<file path="config.mk">
export PLATFORM = sky130hd
export DESIGN_NAME = seq_gen_disp
export DESIGN_NICKNAME = d
export VERILOG_FILES = /design/src/rtl/seq_gen_disp.sv
export SDC_FILE = /design/constraint.sdc
export NUM_CORES = 1
export LEC_CHECK = 0
export ABC_AREA = 1
export BUFFER_PORTS_ARGS = -buffer_cell sky130_fd_sc_hd__buf_4
export CORE_ASPECT_RATIO = 2
export CORE_MARGIN = 3
export CORE_UTILIZATION = 25
export CTS_CLUSTER_SIZE = 24
export DETAILED_ROUTE_END_ITERATION = 6
export GPL_TIMING_DRIVEN = 0
export PLACE_DENSITY_LB_ADDON = 0.3
export SETUP_SLACK_MARGIN = 0.3
export SLEW_MARGIN = 15
export SYNTH_ARGS = -nofsm -noshare
export SYNTH_HDL_FRONTEND = slang
export SYNTH_SLANG_ARGS = --single-unit
</file>
<file path="constraint.sdc">
create_clock -name clk -period 4.3 [get_ports clk]
set_input_delay 0.215 -clock clk [delete_from_list [all_inputs] [get_ports clk]]
set_output_delay 0.215 -clock clk [all_outputs]
set_load 0.02 [all_outputs]
</file>
<file path="src/rtl/seq_gen_disp.sv">
// Memory-game sequence generator and timed player: builds a pseudo-random symbol sequence and plays it.
// Optional feature macro: SEQ_NO_REPEAT_EN (adjacent generated symbols are forced to differ).
module seq_gen_disp #(
    parameter int unsigned        MAX_LEN     = 5,
    parameter int unsigned        DIGIT_W     = 4,
    parameter int unsigned        NUM_SYMBOLS = 10,
    parameter int unsigned        LVL_W       = 3,
    parameter int unsigned        ON_CYCLES   = 50_000_000,
    parameter int unsigned        GAP_CYCLES  = 12_500_000,
    parameter int unsigned        LFSR_W      = 16,
    parameter logic [LFSR_W-1:0]  SEED        = 16'hACE1
) (
    input  logic                         clk,
    input  logic                         rst,
    input  logic [LVL_W-1:0]             cur_lvl,
    input  logic                         b_seq,
    input  logic                         b_show,
    output logic [MAX_LEN*DIGIT_W-1:0]   seq,
    output logic [DIGIT_W-1:0]           seq_digit,
    output logic                         show_seq,
    output logic                         display_done,
    output logic                         new_seq
);

    // Galois (right-shift) feedback masks for maximal-length sequences
    function automatic logic [31:0] lfsr_taps(input int unsigned w);
        case (w)
            3:       return 32'h0000_0006;
            4:       return 32'h0000_000C;
            5:       return 32'h0000_0014;
            6:       return 32'h0000_0030;
            7:       return 32'h0000_0060;
            8:       return 32'h0000_00B8;
            9:       return 32'h0000_0110;
            10:      return 32'h0000_0240;
            11:      return 32'h0000_0500;
            12:      return 32'h0000_0829;
            13:      return 32'h0000_100D;
            14:      return 32'h0000_2015;
            15:      return 32'h0000_6000;
            16:      return 32'h0000_D008;
            17:      return 32'h0001_2000;
            18:      return 32'h0002_0400;
            19:      return 32'h0004_0023;
            20:      return 32'h0009_0000;
            21:      return 32'h0014_0000;
            22:      return 32'h0030_0000;
            23:      return 32'h0042_0000;
            24:      return 32'h00E1_0000;
            default: return 32'h8020_0003;
        endcase
    endfunction

    localparam int unsigned           IDX_W    = (MAX_LEN > 1) ? $clog2(MAX_LEN) : 1;
    localparam int unsigned           MAX_PH   = (ON_CYCLES > GAP_CYCLES) ? ON_CYCLES : GAP_CYCLES;
    localparam int unsigned           CNT_W    = $clog2(MAX_PH + 1);
    localparam logic [CNT_W-1:0]      ON_LAST  = CNT_W'(ON_CYCLES - 1);
    localparam logic [CNT_W-1:0]      GAP_LAST = CNT_W'(GAP_CYCLES - 1);
    localparam logic [IDX_W-1:0]      IDX_LAST = IDX_W'(MAX_LEN - 1);
    localparam logic [DIGIT_W-1:0]    NSYM     = DIGIT_W'(NUM_SYMBOLS);
    localparam logic [LFSR_W-1:0]     TAPS     = LFSR_W'(lfsr_taps(LFSR_W));
`ifdef SEQ_NO_REPEAT_EN
    localparam logic [DIGIT_W-1:0]    SYM_LAST = DIGIT_W'(NUM_SYMBOLS - 1);
`endif

    typedef enum logic [2:0] {
        S_IDLE,
        S_GEN,
        S_ON,
        S_GAP,
        S_DONE
    } state_t;

    state_t                         state_q, state_d;
    logic [IDX_W-1:0]               idx_q, idx_d;
    logic [IDX_W-1:0]               last_q, last_d;
    logic [CNT_W-1:0]               cnt_q, cnt_d;
    logic [LFSR_W-1:0]              lfsr_q, lfsr_d;
    logic [MAX_LEN*DIGIT_W-1:0]     seq_d;
    logic                           valid_q, valid_d;
    logic                           b_seq_q, b_show_q;
    logic                           seq_press, show_press;
    logic [DIGIT_W-1:0]             cand;
    logic [DIGIT_W-1:0]             seq_digit_d;
    logic                           show_seq_d, display_done_d, new_seq_d;
`ifdef SEQ_NO_REPEAT_EN
    logic [IDX_W-1:0]               prev_idx;
    logic [DIGIT_W-1:0]             prev_sym;
`endif

    // Requested level clamped to 1..MAX_LEN, stored as index of the last symbol to play
    function automatic logic [IDX_W-1:0] clamp_last(input logic [LVL_W-1:0] lvl);
        if (lvl == '0) begin
            return '0;
        end
        if (32'(lvl) > MAX_LEN) begin
            return IDX_LAST;
        end
        return IDX_W'(lvl - LVL_W'(1));
    endfunction

    assign seq_press  = b_seq  & ~b_seq_q;
    assign show_press = b_show & ~b_show_q;

    // Candidate symbol folded into 0..NUM_SYMBOLS-1 from the LFSR low bits
    always_comb begin
        cand = lfsr_q[DIGIT_W-1:0];
        if (cand >= NSYM) begin
            cand = cand - NSYM;
        end
`ifdef SEQ_NO_REPEAT_EN
        prev_idx = idx_q - IDX_W'(1);
        prev_sym = seq[prev_idx*DIGIT_W +: DIGIT_W];
        if ((idx_q != '0) && (cand == prev_sym)) begin
            cand = (cand == SYM_LAST) ? '0 : cand + DIGIT_W'(1);
        end
`endif
    end

    always_comb begin
        lfsr_d = {1'b0, lfsr_q[LFSR_W-1:1]} ^ (lfsr_q[0] ? TAPS : '0);
    end

    // Next-state and registered-output logic
    always_comb begin
        state_d        = state_q;
        idx_d          = idx_q;
        last_d         = last_q;
        cnt_d          = cnt_q;
        seq_d          = seq;
        valid_d        = valid_q;

        case (state_q)
            S_IDLE: begin
                if (seq_press) begin
                    state_d = S_GEN;
                    idx_d   = '0;
                    last_d  = clamp_last(cur_lvl);
                end else if (show_press && valid_q) begin
                    state_d = S_ON;
                    idx_d   = '0;
                    cnt_d   = '0;
                    last_d  = clamp_last(cur_lvl);
                end
            end
            S_GEN: begin
                seq_d[idx_q*DIGIT_W +: DIGIT_W] = cand;
                if (idx_q == IDX_LAST) begin
                    valid_d = 1'b1;
                    state_d = S_ON;
                    idx_d   = '0;
                    cnt_d   = '0;
                end else begin
                    idx_d = idx_q + IDX_W'(1);
                end
            end
            S_ON: begin
                if (cnt_q == ON_LAST) begin
                    cnt_d   = '0;
                    state_d = (idx_q == last_q) ? S_DONE : S_GAP;
                end else begin
                    cnt_d = cnt_q + CNT_W'(1);
                end
            end
            S_GAP: begin
                if (cnt_q == GAP_LAST) begin
                    cnt_d   = '0;
                    idx_d   = idx_q + IDX_W'(1);
                    state_d = S_ON;
                end else begin
                    cnt_d = cnt_q + CNT_W'(1);
                end
            end
            S_DONE: begin
                state_d = S_IDLE;
            end
            default: begin
                state_d = S_IDLE;
            end
        endcase

        show_seq_d     = (state_d == S_ON);
        seq_digit_d    = show_seq_d ? seq_d[idx_d*DIGIT_W +: DIGIT_W] : '1;
        display_done_d = (state_d == S_DONE);
        new_seq_d      = (state_q == S_GEN) && (state_d == S_ON);
    end

    always_ff @(posedge clk) begin
        if (!rst) begin
            state_q      <= S_IDLE;
            idx_q        <= '0;
            last_q       <= '0;
            cnt_q        <= '0;
            lfsr_q       <= SEED;
            seq          <= '0;
            valid_q      <= 1'b0;
            b_seq_q      <= 1'b0;
            b_show_q     <= 1'b0;
            seq_digit    <= '1;
            show_seq     <= 1'b0;
            display_done <= 1'b0;
            new_seq      <= 1'b0;
        end else begin
            state_q      <= state_d;
            idx_q        <= idx_d;
            last_q       <= last_d;
            cnt_q        <= cnt_d;
            lfsr_q       <= lfsr_d;
            seq          <= seq_d;
            valid_q      <= valid_d;
            b_seq_q      <= b_seq;
            b_show_q     <= b_show;
            seq_digit    <= seq_digit_d;
            show_seq     <= show_seq_d;
            display_done <= display_done_d;
            new_seq      <= new_seq_d;
        end
    end

endmodule

</file>
==> results of run 1 <==
[through the flow]
| stage | utilization [%] | setup WS [ns] | power, uW |
|---|---|---|---|
| after global placement | 28.8 | 1.43 | 1010 |
| after detailed placement | 28.8 | 1.41 | 1010 |
| final | 30.7 | 1.36 | 1790 |
| after CTS | 30.7 | 1.39 | 1810 |
| after floorplan | - | 2.11 | 946 |
| after global routing | 30.7 | 1.27 | 1860 |
[state kept, by name, summed over array words and instances, names as in the netlist, 3 cells and up]
signal     count
state_q        3
lfsr_q        16
seq           20
last_q         3
idx_q          3
seq_digit      4
cnt_q         26
[area by class of cell]
| type | instances | area (sq um) | share of cell area [%] |
|---|---|---|---|
| multi-input cells | 407 | 2100 | 42.6 |
| flip-flops and latches | 81 | 1620 | 32.9 |
| inverters | 87 | 327 | 6.63 |
| well taps | 201 | 251 | 5.11 |
| repair buffers | 32 | 240 | 4.88 |
| clock buffers | 10 | 239 | 4.85 |
| plain buffers | 13 | 80.1 | 1.63 |
| clock inverters | 6 | 66.3 | 1.35 |
[synth_stat cells, types with 2 or more instances]
master | number | area (sq um)
nand3_2 | 11 | 110
ha_1 | 12 | 150
a22oi_1 | 3 | 22.5
or2_2 | 7 | 43.8
nand3_1 | 35 | 175
nand4_1 | 9 | 56.3
clkbuf_1 | 7 | 26.3
xor2_1 | 15 | 131
nor4_1 | 2 | 12.5
inv_2 | 10 | 37.5
dfxtp_1 | 81 | 1620
xnor2_1 | 7 | 61.3
o211ai_1 | 2 | 15.0
o21ai_1 | 9 | 45.0
nand2_2 | 7 | 43.8
nor2_2 | 6 | 37.5
nor3_2 | 2 | 20.0
nor2_1 | 102 | 383
a21oi_1 | 26 | 130
nand3b_1 | 2 | 15.0
nand2_1 | 118 | 443
a211oi_1 | 2 | 15.0
nand2_4 | 4 | 45.0
o21ai_0 | 11 | 55.1
buf_2 | 3 | 15.0
nor3_1 | 10 | 50.1
inv_1 | 76 | 285
[layer usage]
| layer | share of wire [%] | routed length [um] | vias to the layer above |
|---|---|---|---|
| li1 | - | - | 1931 |
| met1 | 33 | 3830 | 1683 |
| met2 | 59 | 6900 | 78 |
| met3 | 2.6 | 300 | 35 |
| met4 | 5.8 | 678 | 0 |
| met5 | 0 | 0 | - |
[how the worst max path moves through the flow]
stage	to	slack [ns]	cells after the start
global route	seq_digit[1]	1.27	11
CTS	seq_digit[1]	1.39	11
floorplan	seq_digit[2]	2.11	11
finish	seq_digit[1]	1.36	11
global placement	seq_digit[1]	1.43	11
detailed placement	seq_digit[1]	1.41	11
[cell usage in the layout (no fill, tap or decap), drive strengths merged]
cell / n
nor3b: 1
or2: 7
bufinv: 1
a41oi: 1
o21ai: 20
a211oi: 2
nand2: 129
nor3: 12
inv: 87
dfxtp: 81
nand3b: 2
a22oi: 3
ha: 12
nor4: 2
clkbuf: 17
clkinv: 5
o211ai: 2
xor2: 15
nand3: 46
buf: 38
a31oi: 1
nand4: 9
o22ai: 1
xnor2: 7
nor2: 109
a21oi: 26
[critical path, cell delays in order (launching register included)]
cell and delay [ns]:
dfxtp_1 0.60, inv_2 0.13, ha_1 0.25, ha_1 0.34, nor3_1 0.19, nand3_1 0.26
o21ai_0 0.65, nand3_2 0.13, nand3_1 0.10, nand2_1 0.05, nand2_1 0.05, nand2_1 0.06
[cells by family (layout without fill, tap and decap cells)]
kind of cell,after synthesis,in the layout,synth area share [%]
flops,81,81,39.3
xor+xnor,22,22,4.67
simple gates,317,317,35.2
fa+ha+maj,12,12,3.64
buf+inv,100,148,9.85
compound gates,56,56,7.36
[report_power, final]
| group | internal, uW | switching, uW |
|---|---|---|
| registers | 772 | 14.3 |
| clock network | 468 | 325 |
| logic | 70.1 | 137 |
| total | 1310 | 477 |
==> summary.md, run 1 <==
| Metric | Value |
|---|---|
| Status | finished clean |
| Post-synth EDFFs | 0 |
| Global-route wire length before repair | 18600 um |
| # H-tree levels | 3 |
| Chip height | 188 um |
| Routed len/inst | 14.0 um |
| CP startpoint | idx_q[0] |
| RSZ-0062 raised after global routing | no |
| TNS Setup | 0 ns |
| IO buf count | 32 |
| Crit path DAT | 3.16 ns |
| Inserted Diodes | 0 |
| Final Setup Violations | 0 |
| Post_cts resized | 0 |
| Placer Congestion | 0.897 |
| Met2 GRT Util | 27.3% |
| Cell count of the worst reg-to-reg path | 11 |
| Worst IR drop on VDD | 0.000160 V |
| Cell Count, Final, Fillers Out | 837 |
| Hold slack final | 0.0818 ns |
| Worst-Skew Late Latency | 0.34 ns |
| Worst Tran Pin Value | 0.707 ns |
| Initial antenna violation count | 0 |
| # IOs | 34 |
| Largest net degree at the start of global routing | 15 |
| DR pass1 iterations | 4 |
| CP required | 4.52 ns |
| Row count | 65 |
| Drt drc | 0 |
| Post-Synthesis Cells | 588 |
| Hold Crit Class | input pin to flop |
| Post-DRT Antenna Nets | 0 |
| Hold Path Sink | b_seq_q |
| Fmax | 0.341 GHz |
| Crit path kind | flop to flop |
| First-iteration detailed-routing DRC count | 159 |
| Setup Fix Bufs, Post-CTS | 0 |
| CTS tree | yes |
| Total die area | 18200 sq um |
| Fin area | 4930 sq um |
| TritonCTS Buffers | 9 |
| Via-per-instance ratio | 4.45 |
| Dpl cells | 821 |
| GRT met1 Usage | 10.7% |
| Die Span X | 96.9 um |
| Grt ovf | 0 |
| Cts hold-fix bufs | 0 |
| Met3 Use GR | 2.46% |
| Placed Area | 4620 sq um |
| Syn. warnings | 0 |
| Core area | 16000 sq um |
| Synthesized flop and latch total | 81 |
| Routed WL | 11700 um |
| Worst R2R Start | idx_q[0] |
| Pwr/cell area | 363 nW/um^2 |
| Netlist cell types | 36 |
| Crit Path Max Fanout | 9 |
| Relative slew slack | 52.4% |
| Via count | 3727 |
| Layout area overhead | 19.3% |
| Main synth FF type | dfxtp_1 |
| Clock Sinks | 81 |
| Leak Pwr | 0.00216 uW |
| Vias in the first global route | 3706 |
| Clk root buf | clkbuf_16 |
| Bufs on Longest Clock Path | 2 |
| Number of nets in the layout | 650 |
| Initial Utilization | 25.8% |
| Filler instances | 1745 |
| Final hold vios | 0 |
| Synthesized cell area | 4130 sq um |
| Max_cap viols | 0 |
| Min Tclk post-route | 2.94 ns |
| Setup crit end kind | flop |
| Hold Crit Depth | 3 |
| R2r setup slk | 1.36 ns |
| Async S/R FF share, synth | 0% |
| Clk slew on worst S/H paths | 0.07 ns |
| Total Routing Usage GR | 13.2% |
| Syn avg cell area | 7.02 sq um |
| Clock Skew | 0.00796 ns |
| Syn_nets | 607 |
| GR peak layer | met2 |
| DP HPWL | 9410 um |
| Hold path startpoint | b_seq |
| Proportion of layout cells with a drive suffix above 1 | 16.0% |
| Max Slew Vio Count | 0 |
| Final worst path period share | 68.3% |
| CP Launch Type | flop |
| Reg-to-Reg End | seq_digit[1] |
| Sequential area share after synthesis | 39.3% |
(Power assumes the default switching activity.)
==> inputs of run 2 (changes only) <==
==> constraint.sdc (replaced) <==
create_clock -name clk -period 2.84 [get_ports clk]
set_input_delay 0.142 -clock clk [delete_from_list [all_inputs] [get_ports clk]]
set_output_delay 0.142 -clock clk [all_outputs]
set_load 0.02 [all_outputs]
==> run 2 against run 1 <==
- final area rose by 1.3%
- critical endpoint is now seq_digit[3]
- non-clock buffer count rose by 1
- combinational power rose by 59%
- routed wire length rose by 0.38%
- largest cell class unchanged
- sequential power rose by 51%
- via count barely moved
- highest routed layer unchanged
- power rose by 52%
- flip-flop and latch count did not move
- clock skew fell by 0.0017 ns
- largest power group unchanged
- clock-buffer cell count did not move
- die area did not move
- worst hold slack got worse by 0.060 ns
==> summary.md, run 2 (synthesis gave the netlist of run 1 again) <==
| Metric | Value |
|---|---|
| DP HPWL | 9410 um (unchanged) |
| Internal | 1990 uW (+52%) |
| Cell Count, Final, Fillers Out | 838 (+0.12%) |
| Post-DRT Antenna Nets | 0 (unchanged) |
| Clock Skew | 0.00630 ns (-0.00166 ns) |
| Initial antenna violation count | 0 (unchanged) |
| Worst Tran Pin Value | 0.658 ns (-0.0487 ns) |
| Status | finished clean |
| Proportion of layout cells with a drive suffix above 1 | 18.2% (+2.2 points) |
| Worst-Skew Late Latency | 0.34 ns (about the same) |
| Bufs on Longest Clock Path | 2 (unchanged) |
| Via count | 3729 (+0.054%) |
| Inserted Diodes | 0 (unchanged) |
| CTS tree | yes |
| Hold slack final | 0.0217 ns (-0.0601 ns) |
| Chip height | 188 um (unchanged) |
| Vias in the first global route | 3717 (+0.30%) |
| TritonCTS Buffers | 9 (unchanged) |
| RSZ-0062 raised after global routing | no |
| Sequential Power Share | 43.8% (-0.2 points) |
| Final Setup Violations | 0 (unchanged) |
| Total die area | 18200 sq um (unchanged) |
| CP required | 3.06 ns (-1.46 ns) |
| Crit path DAT | 2.59 ns (-0.57 ns) |
| Final worst path period share | 83.5% (+15 points) |
| Total Routing Usage GR | 13.2% (+0.015 points) |
| IO buf count | 32 (unchanged) |
| Hold Crit Class | input pin to flop |
| Fmax | 0.421 GHz (+24%) |
| DR pass1 iterations | 5 (+1) |
| Crit path cell chain | inv_2, ha_1, ha_1, nor3_1, nand3_2, o21ai_2, nand3_2, nand3_1, nand2_1, nand2_1, nand2_1 |
| Max_cap viols | 0 (unchanged) |
| Relative slew slack | 55.7% (+3.3 points) |
| CP Depth | 11 (unchanged) |
| Layout area overhead | 20.8% |
| Global-route wire length before repair | 18600 um (+0.19%) |
| Biggest register | cnt_q |
| Final Util | 31.1% (+0.40 points) |
| Clk slew on worst S/H paths | 0.06 ns (about the same) |
| Via-per-instance ratio | 4.45 (about the same) |
| Final hold vios | 0 (unchanged) |
| Core area | 16000 sq um (unchanged) |
| Dpl cells | 821 (unchanged) |
| Routed WL | 11800 um (+0.38%) |
| Leak Pwr | 0.00218 uW (+0.75%) |
| Biggest regs | cnt_q x26, seq x20, lfsr_q x16 |
| Clock Sinks | 81 (unchanged) |
| Max Slew Vio Count | 0 (unchanged) |
| Routed len/inst | 14.0 um (+0.26%) |
| Grt ovf | 0 (unchanged) |
| Die Span X | 96.9 um (unchanged) |
| Max stage delay cell, worst path | dfxtp_4 |
| Number of nets in the layout | 651 (+0.15%) |
| Initial Utilization | 25.8% (unchanged) |
| CP Launch Type | flop |
| Dpl ws | -0.0534 ns (-1.46 ns) |
| # H-tree levels | 3 (unchanged) |
| Hold Crit Depth | 3 (unchanged) |
| First-iteration detailed-routing DRC count | 125 (-21%) |
| Worst IR drop on VDD | 0.000242 V (+51%) |
| Worst path most repeated cell | nand2_1 |
| Largest net degree at the start of global routing | 15 (unchanged) |
| Slowest stage delay, CP | 0.43 ns (-0.22 ns) |
| Most common cell after layout, fill and taps aside | nand2_1 |
| Placer Congestion | 0.897 (unchanged) |
| Net switching power figure | 727 uW (+53%) |
| Max reg flops | 26 (unchanged) |
| Combinational share of power | 12.1% (+0.5 points) |
| Pwr/cell area | 544 nW/um^2 (+50%) |
| Clk root buf | clkbuf_16 |
| # IOs | 34 (unchanged) |
| Post-route setup slack | 0.467 ns (-0.896 ns) |
| Crit Path Max Fanout | 9 (unchanged) |
| Row count | 65 (unchanged) |
| Crit path max-delay family | simple AND/OR/NAND/NOR gates |
| Crit path kind | flop to flop |
| Sw Share | 26.8% (+0.093 points) |
| Commonest non-fill, non-tap cells in the layout | nand2_1 (117), nor2_1 (100), dfxtp_1 (79) |
| Setup crit end kind | flop |
| Clk pwr share | 44.0% (-0.4 points) |
| Setup Fix Bufs, Post-CTS | 0 (unchanged) |
| Min Tclk post-route | 2.37 ns (-0.564 ns) |
| Buffers and inverters on the worst path | 1 (unchanged) |
| Cell count of the worst reg-to-reg path | 11 (unchanged) |
| Drt drc | 0 (unchanged) |
run 2: routing by layer:
metal	wire length [um]	vias up	global-route usage, %
met5	0	-	0
met2	6920	77	27.3
met1	3850	1689	10.7
met4	680	0	8.82
met3	301	33	2.42
li1	-	1930	-
run 2: worst register-to-register path, stage by stage (launching register included):
cell and delay, ns:
dfxtp_4 0.43, inv_2 0.09, ha_1 0.23, ha_1 0.33, nor3_1 0.23, nand3_2 0.25
o21ai_2 0.33, nand3_2 0.12, nand3_1 0.09, nand2_1 0.06, nand2_1 0.05, nand2_1 0.06
run 2: area by class of cell:
type,instances,area (sq um)
buffer,13,80.1
clock buffer,10,239
clock inverter,6,66.3
fill,1734,11000
inverter,87,327
multi-input combinational,407,2150
sequential,81,1630
tap,201,251
timing repair buffer,33,250
run 2: path summary, 6_finish.rpt:
| kind | start | to | slack [ns] |
|---|---|---|---|
| worst min-delay path | b_show | b_show_q | 0.02 |
| worst min register to register | lfsr_q[8] | lfsr_q[7] | 0.41 |
| worst max register to register | idx_q[0] | seq_digit[3] | 0.47 |
| worst max-delay path | idx_q[0] | seq_digit[3] | 0.47 |
run 2: what timing repair did:
item | 4_1_cts | 5_1_grt
hold endpoints to repair | 1 | 0
hold buffers | 1 | 0
gates cloned | 0 | 0
gates resized for setup | 6 | 14
setup endpoints to repair | 5 | 5
run 2: metrics by stage:
| stage | total power, uW | TNS, ns | area (sq um) |
|---|---|---|---|
| 2_1_floorplan | 1430 | 0 | 4130 |
| 3_3_place_gp | 1530 | -0.0311 | 4620 |
| 3_5_place_dp | 1530 | -0.0534 | 4620 |
| 4_1_cts | 2740 | 0 | 4940 |
| 5_1_grt | 2840 | 0 | 4990 |
| 6_report | 2720 | 0 | 4990 |
run 2: power groups by stage:
stage,sequential (uW),combinational (uW),clock (uW)
floorplan,1220,214,0
global placement,1220,315,0
detailed placement,1220,315,0
CTS,1190,321,1230
global route,1190,365,1280
finish,1190,329,1200
